### src/rtl/stage_sequencer.sv
// Stage controller stepping the datapath through FETCH/DECODE/EXECUTE/MEMORY/WRITEBACK; strobes decode from state in the same cycle.
// 5 cycles per instruction (2 for a NOP); MEMORY stalls on Mem_Ready and traps to a sticky FAULT after MEM_TIMEOUT wait cycles.
module stage_sequencer #(
    parameter int unsigned MEM_TIMEOUT = 15
) (
    input  logic        Clock,
    input  logic        Reset_L,
    input  logic        Run,
    input  logic        Halt_Req,
    input  logic        NOP_FLAG,
    input  logic        Mem_Access,
    input  logic        WillWriteTo_Memory_H_RF_L,
    input  logic        Mem_Ready,
    output logic [2:0]  Stage,
    output logic        ROM1_Read,
    output logic        IR_Enable,
    output logic        PC_Enable,
    output logic        RA_Enable,
    output logic        RB_Enable,
    output logic        RZ_Enable,
    output logic        RM_Enable,
    output logic        RY_Enable,
    output logic        RF_WRITE,
    output logic        RAM1_Write_L,
    output logic        Busy,
    output logic        Fault,
    output logic [15:0] Instr_Retired
);

    typedef enum logic [2:0] {
        ST_IDLE      = 3'd0,
        ST_FETCH     = 3'd1,
        ST_DECODE    = 3'd2,
        ST_EXECUTE   = 3'd3,
        ST_MEMORY    = 3'd4,
        ST_WRITEBACK = 3'd5,
        ST_FAULT     = 3'd7
    } state_t;

    localparam logic [7:0] TIMEOUT_CNT = 8'(MEM_TIMEOUT);

    state_t      r_state;
    state_t      w_next;
    logic [7:0]  r_wait_cnt;
    logic [7:0]  w_wait_nxt;
    logic [7:0]  w_wait_inc;
    logic [15:0] r_retired;
    logic        w_retire;
    state_t      w_boundary;

    always_ff @(posedge Clock or negedge Reset_L) begin
        if (!Reset_L) begin
            r_state    <= ST_IDLE;
            r_wait_cnt <= 8'd0;
            r_retired  <= 16'd0;
        end else begin
            r_state    <= w_next;
            r_wait_cnt <= w_wait_nxt;
            if (w_retire) begin
                r_retired <= r_retired + 16'd1;
            end
        end
    end

    assign w_wait_inc = r_wait_cnt + 8'd1;
    assign w_boundary = Halt_Req ? ST_IDLE : ST_FETCH;

    always_comb begin
        w_next       = r_state;
        w_wait_nxt   = r_wait_cnt;
        w_retire     = 1'b0;
        ROM1_Read    = 1'b0;
        IR_Enable    = 1'b0;
        PC_Enable    = 1'b0;
        RA_Enable    = 1'b0;
        RB_Enable    = 1'b0;
        RZ_Enable    = 1'b0;
        RM_Enable    = 1'b0;
        RY_Enable    = 1'b0;
        RF_WRITE     = 1'b0;
        RAM1_Write_L = 1'b1;
        case (r_state)
            ST_IDLE: begin
                if (Run) begin
                    w_next = ST_FETCH;
                end
            end
            ST_FETCH: begin
                ROM1_Read = 1'b1;
                IR_Enable = 1'b1;
                PC_Enable = 1'b1;
                w_next    = ST_DECODE;
            end
            ST_DECODE: begin
                if (NOP_FLAG) begin
                    w_retire = 1'b1;
                    w_next   = w_boundary;
                end else begin
                    RA_Enable = 1'b1;
                    RB_Enable = 1'b1;
                    w_next    = ST_EXECUTE;
                end
            end
            ST_EXECUTE: begin
                RZ_Enable = 1'b1;
                w_next    = ST_MEMORY;
            end
            ST_MEMORY: begin
                if (!Mem_Access) begin
                    RM_Enable  = 1'b1;
                    w_wait_nxt = 8'd0;
                    w_next     = ST_WRITEBACK;
                end else begin
                    RAM1_Write_L = ~WillWriteTo_Memory_H_RF_L;
                    if (Mem_Ready) begin
                        // Completion wins even in the cycle that would otherwise time out.
                        RM_Enable  = 1'b1;
                        w_wait_nxt = 8'd0;
                        w_next     = ST_WRITEBACK;
                    end else begin
                        w_wait_nxt = w_wait_inc;
                        if (w_wait_inc == TIMEOUT_CNT) begin
                            w_next = ST_FAULT;
                        end
                    end
                end
            end
            ST_WRITEBACK: begin
                RY_Enable = 1'b1;
                RF_WRITE  = ~WillWriteTo_Memory_H_RF_L;
                w_retire  = 1'b1;
                w_next    = w_boundary;
            end
            ST_FAULT: begin
                w_next = ST_FAULT;
            end
            default: begin
                w_next     = ST_IDLE;
                w_wait_nxt = 8'd0;
            end
        endcase
    end

    assign Stage         = r_state;
    assign Busy          = (r_state != ST_IDLE) && (r_state != ST_FAULT);
    assign Fault         = (r_state == ST_FAULT);
    assign Instr_Retired = r_retired;

endmodule

### config.mk
export PLATFORM = sky130hd
export DESIGN_NAME = stage_sequencer
export DESIGN_NICKNAME = d
export VERILOG_FILES = /design/src/rtl/stage_sequencer.sv
export SDC_FILE = /design/constraint.sdc
export NUM_CORES = 1
export LEC_CHECK = 0
export ABC_AREA = 1
export CAP_MARGIN = 25
export CELL_PAD_IN_SITES_DETAIL_PLACEMENT = 1
export CELL_PAD_IN_SITES_GLOBAL_PLACEMENT = 1
export CORE_ASPECT_RATIO = 1.1
export CORE_MARGIN = 1
export CORE_UTILIZATION = 39
export DETAILED_ROUTE_END_ITERATION = 16
export MAX_ROUTING_LAYER = met4
export PLACE_DENSITY_LB_ADDON = 0.1
export SETUP_SLACK_MARGIN = 0.02
export SLEW_MARGIN = 20
export SYNTH_ARGS = -nofsm -noshare
export SYNTH_HDL_FRONTEND = slang
export SYNTH_SLANG_ARGS = --single-unit
### constraint.sdc
create_clock -name Clock -period 4.05 [get_ports Clock]
set_input_delay 1.0125 -clock Clock [delete_from_list [all_inputs] [get_ports Clock]]
set_output_delay 1.0125 -clock Clock [all_outputs]
set_load 0.1 [all_outputs]
==> run metrics <==
status complete, no violations; crit start category register; Seq cells post-synth 27; Site Rows 24; Worst-Skew Late Latency 270 ps; MaxCap Viol Count 0; DRT iter0 DRCs 46; vias per inst 4.87; GR Overflow Total 0; post-CTS setup buffer count 0; DRC viols 0; post-synthesis area per instance 7.78 sq um; first-pass GRT wire length 6800 um; count of final max-slew check failures 0; worst r2r src Stage[0]; Sequential Area 676 sq um; clock buffer count from CTS 3; # nets final 271; synthesis warning total 0; area of the mapped netlist 0.00171 sq mm; type of destination of the critical path output port; Synth Flop Type dfrtp_1; vias in the first global route 1553; register area share after synthesis 39.5%; RSZ-0062 raised after global routing false; Synth Instances 220; final total power 1470 uW; critical path required time 3040 ps; FFs w/ async S/R, synth 100%; Total Routed Length 4000 um; Clock Root Buffer clkbuf_8; Arrival @ worst endpoint 2380 ps; # diodes 0; maximum vdd drop 0.000588 V; final setup vio count 0; port bufs 38; Final Hold Vio Count 0; final HPWL from detailed placement 3150 um; fmax 295 MHz; total negative slack 0 ps; hold_sp Instr_Retired[4]; GRT Total Usage 19.4%; dominant cells by area after synthesis dfrtp_1, nand2_1, inv_1, nor2_1, nand3_1; worst clock skew 8.09 ps; CP Launch Point Stage[0]; TritonRoute pass-1 iters 4; post-synth top area share 39.5%; cell area power density 680 mW/mm^2; GPL Wtd Cong 0.794; # IOs 39; final worst path period share 83.7%; CTS Sinks 27; Vias 1515; Post-Syn Nets 231; Post-synth EDFFs 0; Leakage 0.00103 uW; Crit Path Max Fanout 7; Post-CTS Hold Buffers 0; Antenna Nets Post-Route 0; Die Y 71.5 um; Hold Crit Class reg -> reg; core region area 0.00408 sq mm; post-cts sizing count 0; H-tree lvl count 1; fillers 517; fin crit period 3390 ps; layout cells sized above 1 14.3%; wire per inst 12.9 um; largest net degree at the start of global routing 28; Max clock buf depth 2; Starting Density 41.9%; post-synthesis cell type count 27; Die Footprint 0.00466 sq mm; multi-input logic area 876 sq um; initial antenna violation count 0; Synth-to-Final Area Change 26.2%; Worst Tran Pin Value 987 ps; width of the die 65.2 um; Crit Path Category reg -> out; leading area contributor after synthesis dfrtp_1; clk slew on worst S/H paths 100 ps; slew margin rel. 34.0%; CTS tree yes
layer usage:
layer	up-vias	wire, um	global-route usage [%]
met5	-	0	-
met4	0	46	6.52
met3	4	111	1.91
met2	20	2120	34.8
met1	720	1720	22.1
li1	771	-	-
cells in the mapped netlist, types with 3 or more instances:
cell	n
nand2_1	55
inv_1	33
dfrtp_1	27
nor2_1	23
nand3_1	14
o21ai_0	14
nand4_1	6
xnor2_1	5
xor2_1	5
buf_4	4
nor3_1	4
ha_1	3
nor2_2	3
nor3_4	3
o21ai_1	3
layout make-up:
type                            count  area share, %
Tap cell                           52           3.01
Clock inverter                      1          0.232
Inverter                           36           6.37
Timing Repair Buffer               39           16.7
Clock buffer                        3           1.91
Multi-Input combinational cell    153           40.5
Sequential cell                    27           31.3
path summary, 6_finish.rpt:
check | slack [ps] | cells after the start | to
max | 660 | 4 | Busy
min | 530 | 1 | Instr_Retired[4]
min reg2reg | 530 | 1 | Instr_Retired[4]
max reg2reg | 2500 | 6 | Instr_Retired[9]
max in group asynchronous | 2670 | 2 | Instr_Retired[11]
min in group asynchronous | 1100 | 2 | r_wait_cnt[2]
stage by stage:
step / hold WS (ps) / instances / utilization, % / worst slack (ps) / area (sq um)
global route: 561 / 311 / 52.9 / 542 / 2160
detailed placement: 519 / 307 / 51.8 / 957 / 2110
finish: 534 / 311 / 52.9 / 661 / 2160
floorplan: 525 / 220 / - / 15.3 / 1720
global placement: 524 / 307 / 51.8 / 995 / 2110
CTS: 537 / 311 / 52.9 / 638 / 2160
worst max-delay path, stage by stage (launching register included):
cell             delay [ps]
dfrtp_1                 500
or2_1                   300
nor2_1                  270
nor2_1                   70
clkdlybuf4s50_1         970
cells in the final DEF (no fill, tap or decap), types with 3 or more instances in the layout:
cell,instances
buf_4,12
clkbuf_8,3
clkdlybuf4s50_1,27
dfrtp_1,27
ha_1,3
inv_1,33
nand2_1,55
nand3_1,14
nand4_1,6
nor2_1,20
nor2_2,6
nor3_1,4
nor3_4,3
o21ai_0,14
o21ai_1,3
xnor2_1,5
xor2_1,5
power by group:
part,leakage [uW],switching [uW],internal [uW]
Combinational,0.000638,746,193
Clock,0.0000255,84.7,69.0
Sequential,0.000364,66.8,311
registers in the layout, indices dropped and copies added, names as in the netlist:
name           count
Instr_Retired     16
r_wait_cnt         8
Stage              3
kinds of logic (layout without fill, tap and decap cells):
kind of cell | count (synthesis) | after routing | synth area share, %
buffers and inverters | 40 | 79 | 9.80
flip-flops | 27 | 27 | 39.5
AND/OR/NAND/NOR | 119 | 119 | 37.1
AO/OA/AOI/OAI | 21 | 21 | 6.29
XOR/XNOR | 10 | 10 | 5.12
adder cells (fa/ha/maj) | 3 | 3 | 2.19
Note: power is estimated with default switching activity, not from simulation.
